**config.mk**
```make
export PLATFORM = sky130hd
export DESIGN_NAME = spi_master
export DESIGN_NICKNAME = d
export VERILOG_FILES = /design/src/rtl/spi_master.sv
export SDC_FILE = /design/constraint.sdc
export NUM_CORES = 1
export LEC_CHECK = 0
export BUFFER_PORTS_ARGS = -buffer_cell sky130_fd_sc_hd__buf_2
export CORE_MARGIN = 4
export CORE_UTILIZATION = 38
export DETAILED_ROUTE_END_ITERATION = 8
export GPL_TIMING_DRIVEN = 0
export PLACE_DENSITY = 0.59
export SYNTH_ARGS = -nofsm -noshare
export SYNTH_HDL_FRONTEND = slang
export SYNTH_SLANG_ARGS = --single-unit
```
**constraint.sdc**
```tcl
create_clock -name sys_clk -period 2.1 [get_ports sys_clk]
set_input_delay 0.315 -clock sys_clk [delete_from_list [all_inputs] [get_ports sys_clk]]
set_output_delay 0.315 -clock sys_clk [all_outputs]
set_load 0.05 [all_outputs]
```
**src/rtl/spi_master.sv**
```systemverilog
// Byte-wide SPI master, mode 0 (CPOL=0, CPHA=0), MSB first.
// SCLK is derived from sys_clk; each SCLK half-period lasts CLK_DIV sys_clk cycles.
// Optional feature: define SPI_MASTER_BURST_EN to let a start request in the last
// HOLD cycle chain the next byte without releasing ss. Leave it undefined to frame
// every byte with its own ss pulse.
module spi_master #(
  parameter int unsigned CLK_DIV = 4  // legal range 1..255
) (
  input  logic       sys_clk,
  input  logic       rst,
  input  logic       start,
  input  logic [7:0] tx_data,
  output logic       busy,
  output logic [7:0] rx_data,
  output logic       data_rdy,
  output logic       ss,
  output logic       sclk,
  output logic       mosi,
  input  logic       miso
);

  typedef enum logic [2:0] {StIdle, StSetup, StXfer, StHold, StGap} state_e;

  localparam logic [7:0] HcntMax = 8'(CLK_DIV - 1);

  state_e     state_q, state_d;
  logic [7:0] hcnt_q, hcnt_d;
  logic [2:0] bcnt_q, bcnt_d;
  logic [7:0] shreg_q, shreg_d;
  logic [7:0] rx_q, rx_d;
  logic       busy_q, busy_d;
  logic       rdy_q, rdy_d;
  logic       ss_q, ss_d;
  logic       sclk_q, sclk_d;
  logic       mosi_q, mosi_d;
  logic       hexp;

  // Last cycle of the current half-period / phase.
  assign hexp = (hcnt_q == HcntMax);

  // Next-state and registered-output logic.
  always_comb begin
    state_d = state_q;
    hcnt_d  = hexp ? 8'd0 : hcnt_q + 8'd1;
    bcnt_d  = bcnt_q;
    shreg_d = shreg_q;
    rx_d    = rx_q;
    busy_d  = busy_q;
    rdy_d   = 1'b0;
    ss_d    = ss_q;
    sclk_d  = sclk_q;
    mosi_d  = mosi_q;
    case (state_q)
      StIdle: begin
        hcnt_d = 8'd0;
        if (start) begin
          shreg_d = tx_data;
          mosi_d  = tx_data[7];
          ss_d    = 1'b0;
          busy_d  = 1'b1;
          bcnt_d  = 3'd0;
          state_d = StSetup;
        end
      end
      StSetup: begin
        if (hexp) state_d = StXfer;
      end
      StXfer: begin
        if (hexp) begin
          if (!sclk_q) begin
            // Rising edge: the only point where miso is sampled.
            sclk_d  = 1'b1;
            shreg_d = {shreg_q[6:0], miso};
          end else begin
            sclk_d = 1'b0;
            if (bcnt_q == 3'd7) begin
              state_d = StHold;
            end else begin
              // After the shift, shreg[7] already holds the next bit to send.
              mosi_d = shreg_q[7];
              bcnt_d = bcnt_q + 3'd1;
            end
          end
        end
      end
      StHold: begin
        if (hexp) begin
          rx_d  = shreg_q;
          rdy_d = 1'b1;
`ifdef SPI_MASTER_BURST_EN
          if (start) begin
            shreg_d = tx_data;
            mosi_d  = tx_data[7];
            bcnt_d  = 3'd0;
            state_d = StSetup;
          end else begin
            ss_d    = 1'b1;
            state_d = StGap;
          end
`else
          ss_d    = 1'b1;
          state_d = StGap;
`endif
        end
      end
      StGap: begin
        if (hexp) begin
          busy_d  = 1'b0;
          state_d = StIdle;
        end
      end
      default: state_d = StIdle;
    endcase
  end

  // State and output registers; reset aborts any transfer without a data_rdy pulse.
  always_ff @(posedge sys_clk) begin
    if (rst) begin
      state_q <= StIdle;
      hcnt_q  <= 8'd0;
      bcnt_q  <= 3'd0;
      shreg_q <= 8'h00;
      rx_q    <= 8'h00;
      busy_q  <= 1'b0;
      rdy_q   <= 1'b0;
      ss_q    <= 1'b1;
      sclk_q  <= 1'b0;
      mosi_q  <= 1'b0;
    end else begin
      state_q <= state_d;
      hcnt_q  <= hcnt_d;
      bcnt_q  <= bcnt_d;
      shreg_q <= shreg_d;
      rx_q    <= rx_d;
      busy_q  <= busy_d;
      rdy_q   <= rdy_d;
      ss_q    <= ss_d;
      sclk_q  <= sclk_d;
      mosi_q  <= mosi_d;
    end
  end

  assign busy     = busy_q;
  assign rx_data  = rx_q;
  assign data_rdy = rdy_q;
  assign ss       = ss_q;
  assign sclk     = sclk_q;
  assign mosi     = mosi_q;

endmodule

```
# --- Word level (Yosys, flattened, before mapping) ---
# Index checks and enable logic that the tools add are counted.
classes:
  n_addsub: 2
  eq_ne: 15
  n_mux: 30
  bitwise: 1
  n_reduce_logical: 13
ops:
  columns: ["op", "count"]
  rows:
  - ["$mux 3", 11]
  - ["$mux 8", 3]
  - ["$ne 2x2->1 const B", 9]
  - ["$pmux 8 s2", 1]
  - ["$pmux 3 s5", 1]
  - ["$mux 1", 10]
  - ["$add 8x1->8 const B", 1]
  - ["$eq 8x2->1 const B", 1]
  - ["$reduce_and 7->1", 1]
  - ["$eq 3x2->1 const B", 2]
  - ["$eq 3x3->1 const B", 2]
  - ["$pmux 1 s2", 3]
  - ["$pmux 3 s2", 1]
  - ["$reduce_and 3->1", 2]
  - ["$reduce_bool 2->1", 3]
  - ["$reduce_and 5->1", 1]
  - ["$reduce_and 2->1", 2]
  - ["$reduce_and 4->1", 1]
  - ["$add 3x1->3 const B", 1]
  - ["$eq 3x1->1 const B", 1]
  - ["$logic_not 3->1", 1]
  - ["$reduce_or 3->1", 1]
  - ["$reduce_or 2->1", 1]
  - ["$not 1->1", 1]
totals:
  register_bits: 35
  out_inout_bits: 13

# --- Longest topological paths before layout ---
# Gate-level depths: netlist (run 1).
depth:
  ltp_word: 5
  mapped_depth: 6
  mapped_depth_nobuf: 6

# --- Worst setup path after synthesis (run 1) ---
# Ideal clock, no wire load.
synth_path:
  path_type: "flip-flop to flip-flop"
  from: "reg bcnt_q[0]"
  to: "reg bcnt_q[0]"
  setup_ns: 0.070
  t_arrival_ns: 1.773
  required_ns: 2.030
  path_slack_ns: 0.257
  path_stages_with_launch: 7
  synth_period_minus_slack_ns: 1.843
  cell_sequence: "dfxtp_1 > ha_1 > ha_1 > nand3b_1 > a211o_1 > or4b_1 > a21oi_1"
synth_between:
  elab_chain_cells: 5
  word_cells_on_any_way: 8
  cone_classes: "add/sub (1); eq/ne (2); mux (4); reduce/logical (1)"
synth_lines:
  columns: ["item", "line", "rtl"]
  rows:
  - ["start: declaration", "28", "logic [2:0] bcnt_q, bcnt_d;"]
  - ["start signal: assignment", "132", "bcnt_q <= bcnt_d;"]
  - ["$add 3x1->3", "81", "bcnt_d = bcnt_q + 3'd1;"]
  - ["$mux 3", "76", "if (bcnt_q == 3'd7) begin"]
  - ["$mux 3", "70", "if (!sclk_q) begin"]
  - ["$mux 3", "69", "if (hexp) begin"]
  - ["$pmux 3 s2", "53", "case (state_q)"]
# Parallel ways exist; a longest one is shown, timed or not. The select of a mux whose other input is x is not followed.
# A chain may end at the register's enable or synchronous reset.

# --- Worst setup path in the final report (run 1) ---
layout_path:
  from: "reg hcnt_q[0]"
  to: "reg shreg_q[5]"
layout_between:
  elab_chain_cells: 3
layout_lines:
  columns: ["item", "line", "rtl"]
  rows:
  - ["start: declaration", "27", "logic [7:0] hcnt_q, hcnt_d;"]
  - ["start signal: assignment", "131", "hcnt_q <= hcnt_d;"]
  - ["$eq 8x2->1", "39", "assign hexp = (hcnt_q == HcntMax);"]
  - ["$ne 2x2->1 (no source line)", null, null]
  - ["$reduce_and 4->1 (no source line)", null, null]
  - ["end signal: assignment", "133", "shreg_q <= shreg_d;"]
  - ["end: declaration", "29", "logic [7:0] shreg_q, shreg_d;"]
# No other way between the ends.

==> flow_summary_export.csv, run 1 <==
group,metric,value,unit
placement,place_inst,237,
placement,io_buffers,23,
power_and_ir_drop,ir_drop,0.453,mV
hold_path,hold_depth,2,
clocking,cts_hold_buffers,0,
timing,finalCritPeriodShare,93.7,%
hold_path,hp-start,"rst",
clocking,htreeDepth,2,
critical_path,crit_fanout,10,
routing,ant_nets,0,
timing,layout_min_cycle_time,1970,ps
hold_path,min_path_type,"in -> reg",
clocking,postCtsSetupBuffers,0,
synthesis,synthCells,164,
routing,vias,1298,
synthesis,yosys-top-cells-count,"dfxtp_1, nor2_1, mux2i_1",
global_routing,track_usage,14.0,%
synthesis,ys_types,39,
floorplan,coreArea,0.00406,mm2
floorplan,start_util,39.9,%
timing,final-setup-viol-count,0,
cells_and_area,num-fill-cells,385,
critical_path,crit_family,"compound AO/OA/AOI/OAI gates",
critical_path,max_stage_delay,540,ps
synthesis,yosysMostFrequentCell,"dfxtp_1",
routing,drcViolationCount,0,
clocking,clk_latency,280,ps
critical_path,path_buf_inv,1,
global_routing,grt_first_pass_wirelength,5800,um
critical_path,required,2290,ps
clocking,cts_buffers,5,
clocking,root_buffer,"clkbuf_8",
cells_and_area,layout-drive-gt1-share,26.2,%
clocking,cts_tree,"done",
critical_path,r2r_start,"hcnt_q[0]",
timing,rsz0062_at_grt,"no",
floorplan,rows,23,
timing,worst_slew_pin_slew,552,ps
routing,firstDrtPassIters,4,
timing,skew,8.08,ps
clocking,clk_pin_slew_worst_paths,70,ps
critical_path,crit_type,"reg -> reg",
routing,drt_iter0_drc,88,
critical_path,cp.arrival,2160,ps
cells_and_area,antennaDiodeCount,0,
global_routing,overflow,0,
synthesis,ys_async_sr_fraction,0,%
floorplan,die_x,73.3,um
timing,finalSetupTns,0,ps
synthesis,ys_seq_area_share,43.3,%
floorplan,pin_count,25,
global_routing,grt_max_degree,11,
flow_run,cap_violations,0,
synthesis,synth_area,0.00162,mm2
timing,drv_slew,0,
floorplan,fp.dieArea,0.00537,mm2
critical_path,worst_path_max_delay_cell,"or3b_2",
critical_path,setup.worst_path.start_class,"flop",
synthesis,syn-num-nets,179,
synthesis,synth_area_leaders,"dfxtp_1, mux2i_1, nor2_1, a21oi_1, a311oi_1",
synthesis,synth_warnings,0,
clocking,cts_resized,0,
power_and_ir_drop,power,1.34,mW
hold_path,worstHoldEndpoint,"shreg_q[0]",
synthesis,synth_ff_type,"dfxtp_1",
power_and_ir_drop,p_leak,0.786,nW
synthesis,synth_top_area_share,43.3,%
critical_path,crit_chain,"ha_1 > or3b_2 > o21ai_4 > buf_6 > a21oi_1 > a311oi_2",
power_and_ir_drop,power_density,705,mW/mm2
critical_path,r2r-end,"shreg_q[5]",
floorplan,die_h,73.3,um
timing,hold_viol,0,
placement,dpl.hpwl,2510,um
critical_path,end_kind,"flop",
synthesis,synth_seq_cells,35,
synthesis,synth_edf_count,0,
timing,relSlewSlack,62.9,%
routing,drt-total-wl,3440,um
critical_path,reg2reg_slack,130,ps
cells_and_area,synthToLayoutAreaGrowth,17.2,%
routing,wl_per_cell,14.0,um
clocking,cts.path.max_buffers,2,
cells_and_area,finalNonFillerCells,245,
outcome,outcome,"finished, final reports clean",
cells_and_area,final_net_count,209,
clocking,clock_sinks,35,
synthesis,syn_avg_cell_area,9.86,um2
critical_path,rr_worst_depth,6,
routing,vias_per_cell,5.30,
global_routing,antenna_found_initial,0,
synthesis,yosysTopAreaCell,"dfxtp_1",
global_routing,first_global_vias,1247,
timing,clock.fmax,508,MHz
placement,routabilityCongestion,0.830,
metrics by stage:
stage          setup WS [ps]  util (%)  hold slack (ps)  instance area (um2)
6_report                 132      46.7              235                 1900
2_1_floorplan            257         -              418                 1620
3_3_place_gp             194      44.2              432                 1800
4_1_cts                  130      46.7              224                 1900
5_1_grt                 29.4      46.7              240                 1900
3_5_place_dp             143      44.2              443                 1800
cells in the final DEF (no fill, tap or decap), drive strengths merged, types with 2 or more instances in the layout:
master	n
nand3	5
nor2	23
xor2	4
nand2	6
o21ai	5
dfxtp	35
buf	32
ha	3
nor3	6
o21a	2
o21ba	2
nand2b	2
clkbuf	9
o211ai	2
mux2i	17
xnor2	4
a21oi	13
nor3b	2
a311oi	8
worst reg2reg max path, stage by stage, from the launching register on:
cell	delay [ps]
dfxtp_1	350
ha_1	230
or3b_2	540
o21ai_4	260
buf_6	190
a21oi_1	80
a311oi_2	240
layout make-up:
class	instances	area (um2)	share of cell area (%)
buffer	10	75.1	3.96
clock buffer	8	100	5.28
inverter	1	3.75	0.198
multi-input combinational	118	838	44.2
sequential	35	701	37.0
tap	50	62.6	3.30
timing repair buffer	23	115	6.07
sequential cells by signal, summed over array words and instances (netlist names):
signal / cells
data_rdy: 1
state_q: 3
hcnt_q: 8
sclk: 1
mosi: 1
busy: 1
bcnt_q: 3
shreg_q: 8
rx_data: 8
ss: 1
power by group:
part           switching (mW)  internal, mW
Sequential             0.0146         0.684
Clock                   0.231         0.299
Combinational          0.0652        0.0426
layer usage:
layer | up-vias | global-route usage [%] | share of wire, %
met5 | - | 0 | 0
met4 | 0 | 5.53 | 1.6
met3 | 7 | 4.51 | 5.7
met2 | 33 | 21.6 | 46
met1 | 603 | 18.1 | 47
li1 | 655 | - | -
logic make-up after synthesis:
group / share of synthesized area [%]
fa+ha+maj: 2.32
compound gates: 17.6
simple gates: 17.1
xor+xnor: 4.33
mux: 10.5
buf+inv: 4.87
flops: 43.3
how the worst max path moves through the flow:
stage | from | end | slack (ps) | cells after the start
finish | hcnt_q[0] | shreg_q[5] | 130 | 6
global route | hcnt_q[0] | shreg_q[5] | 30 | 6
CTS | bcnt_q[0] | bcnt_q[0] | 130 | 6
detailed placement | bcnt_q[0] | bcnt_q[0] | 140 | 6
global placement | hcnt_q[0] | shreg_q[5] | 190 | 6
floorplan | bcnt_q[0] | bcnt_q[0] | 260 | 6
(Power assumes the default switching activity.)
==> inputs of run 2 (changes only) <==
--- a/config.mk
+++ b/config.mk
@@ -5,11 +5,12 @@
 export SDC_FILE = /design/constraint.sdc
 export NUM_CORES = 1
 export LEC_CHECK = 0
+export ABC_CLOCK_PERIOD_IN_PS = 2100
 export BUFFER_PORTS_ARGS = -buffer_cell sky130_fd_sc_hd__buf_2
 export CORE_MARGIN = 4
 export CORE_UTILIZATION = 38
 export DETAILED_ROUTE_END_ITERATION = 8
-export GPL_TIMING_DRIVEN = 0
+export GPL_TIMING_DRIVEN = 1
 export PLACE_DENSITY = 0.59
 export SYNTH_ARGS = -nofsm -noshare
 export SYNTH_HDL_FRONTEND = slang
==> flow_summary_export.csv, run 2 (synthesized netlist as in run 1, its figures left out) <==
group,metric,value,unit
floorplan,start_util,39.9,%
critical_path,path_buf_inv,0,
critical_path,crit_chain,"ha_1 > ha_1 > nand3b_1 > a211o_4 > or4b_1 > a21oi_1",
routing,wl_met3,172,um
outcome,outcome,"finished, final reports clean",
critical_path,required,2320,ps
global_routing,antenna_found_initial,0,
routing,drcViolationCount,0,
timing,finalCritPeriodShare,94.7,%
timing,drv_slew,0,
timing,clock.fmax,503,MHz
routing,routed.top_layer,"met4",
clocking,cts_tree,"done",
global_routing,overflow,0,
placement,io_buffers,24,
cells_and_area,synthToLayoutAreaGrowth,19.4,%
routing,vias,1305,
clocking,htreeDepth,2,
hold_path,worstHoldEndpoint,"rx_data[7]",
critical_path,max_stage_delay,470,ps
floorplan,rows,23,
timing,final-setup-viol-count,0,
global_routing,track_usage,13.8,%
routing,firstDrtPassIters,5,
timing,relSlewSlack,72.4,%
hold_path,min_path_type,"in -> reg",
routing,drt_iter0_drc,134,
cells_and_area,antennaDiodeCount,0,
flow_run,cap_violations,0,
critical_path,worst_path_max_delay_cell,"or4b_1",
placement,dpl.hpwl,2420,um
placement,place_inst,235,
critical_path,setup.worst_path.start_class,"flop",
routing,ant_nets,0,
clocking,clock_sinks,35,
floorplan,die_x,73.3,um
critical_path,cpMostUsedCell,"ha_1",
cells_and_area,final_util,47.6,%
clocking,cts.path.max_buffers,2,
clocking,clk_pin_slew_worst_paths,70,ps
timing,finalSetupTns,0,ps
cells_and_area,finalNonFillerCells,244,
routing,wl_met2,1590,um
clocking,cts_hold_buffers,0,
timing,skew,2.15,ps
global_routing,grt_max_degree,18,
cells_and_area,mostFrequentLayoutCells,"dfxtp_1, buf_2, nor2_1",
critical_path,rr_worst_depth,6,
floorplan,pin_count,25,
timing,whs,348,ps
clocking,root_buffer,"clkbuf_8",
global_routing,first_global_vias,1326,
critical_path,r2r_start,"bcnt_q[0]",
routing,vias_per_cell,5.35,
routing,wl_per_cell,13.7,um
critical_path,end_kind,"flop",
timing,rsz0062_at_grt,"no",
cells_and_area,final_common_cell,"dfxtp_1",
placement,routabilityCongestion,0.820,
critical_path,crit_type,"reg -> reg",
floorplan,die_h,73.3,um
clocking,cts_buffers,5,
timing,hold_viol,0,
hold_path,hold_depth,2,
power_and_ir_drop,power_density,730,mW/mm2
routing,wl_met1,1520,um
floorplan,coreArea,0.00406,mm2
cells_and_area,final_net_count,208,
floorplan,fp.dieArea,0.00537,mm2
routing,drt-total-wl,3340,um
cells_and_area,layout-drive-gt1-share,27.3,%
cells_and_area,num-fill-cells,377,
critical_path,cp.arrival,2210,ps
hold_path,hp-start,"rst",
critical_path,r2r-end,"bcnt_q[0]",
critical_path,crit_fanout,8,
critical_path,crit_family,"simple AND/OR/NAND/NOR gates",
power_and_ir_drop,ir_drop,0.323,mV
timing,worst_slew_pin_slew,413,ps
global_routing,grt_first_pass_wirelength,5770,um
critical_path,reg2reg_slack,110,ps
power_and_ir_drop,p_leak,0.797,nW
timing,layout_min_cycle_time,1990,ps
clocking,clk_latency,290,ps
run 2: cell count changes in the layout (fill, tap and decap cells not counted), sizes merged:
cell / before / now
clkbuf: 9 / 5
clkinv: 0 / 2
bufinv: 0 / 1
run 2: stage by stage:
stage / instance area (um2) / power, mW / setup slack (ps)
after global routing: 1930 / 1.47 / 17.0
final: 1930 / 1.41 / 112
after detailed placement: 1790 / 0.821 / 94.9
after global placement: 1790 / 0.817 / 203
after floorplan: 1620 / 0.790 / 257
after CTS: 1900 / 1.42 / 78.9
run 2: cell type report:
cell class / instances / area, um2 / share of cell area (%)
Inverter: 1 / 3.75 / 0.194
Clock inverter: 3 / 43.8 / 2.27
Tap cell: 50 / 62.6 / 3.24
Sequential cell: 35 / 701 / 36.3
Timing Repair Buffer: 32 / 205 / 10.6
Multi-Input combinational cell: 118 / 847 / 43.8
Clock buffer: 5 / 68.8 / 3.56
run 2: repair_timing:
| action | in CTS | in global routing |
|---|---|---|
| resized for setup | 0 | 1 |
| endpoints found under the setup margin | 0 | 4 |
| buffers inserted | 0 | 1 |
run 2: power by group:
group / total (mW) / internal [mW] / leakage [nW] / switching [mW]
Combinational: 0.105 / 0.0435 / 0.454 / 0.0618
Sequential: 0.702 / 0.684 / 0.285 / 0.0180
Clock: 0.603 / 0.353 / 0.0581 / 0.250
run 2: worst max-delay path by stage:
stage	from	slack, ps	cells after the start	endpoint
after global placement	bcnt_q[0]	200	6	bcnt_q[0]
final	bcnt_q[0]	110	6	bcnt_q[0]
after global routing	bcnt_q[0]	20	6	bcnt_q[0]
after floorplan	bcnt_q[0]	260	6	bcnt_q[0]
after CTS	bcnt_q[0]	80	6	bcnt_q[0]
after detailed placement	bcnt_q[0]	90	6	bcnt_q[0]
run 2: routing by layer:
layer  track usage, %  up-vias
met5                0        -
met4             4.92        0
met3             4.79       10
met2             23.8       39
met1             15.6      602
li1                 -      654
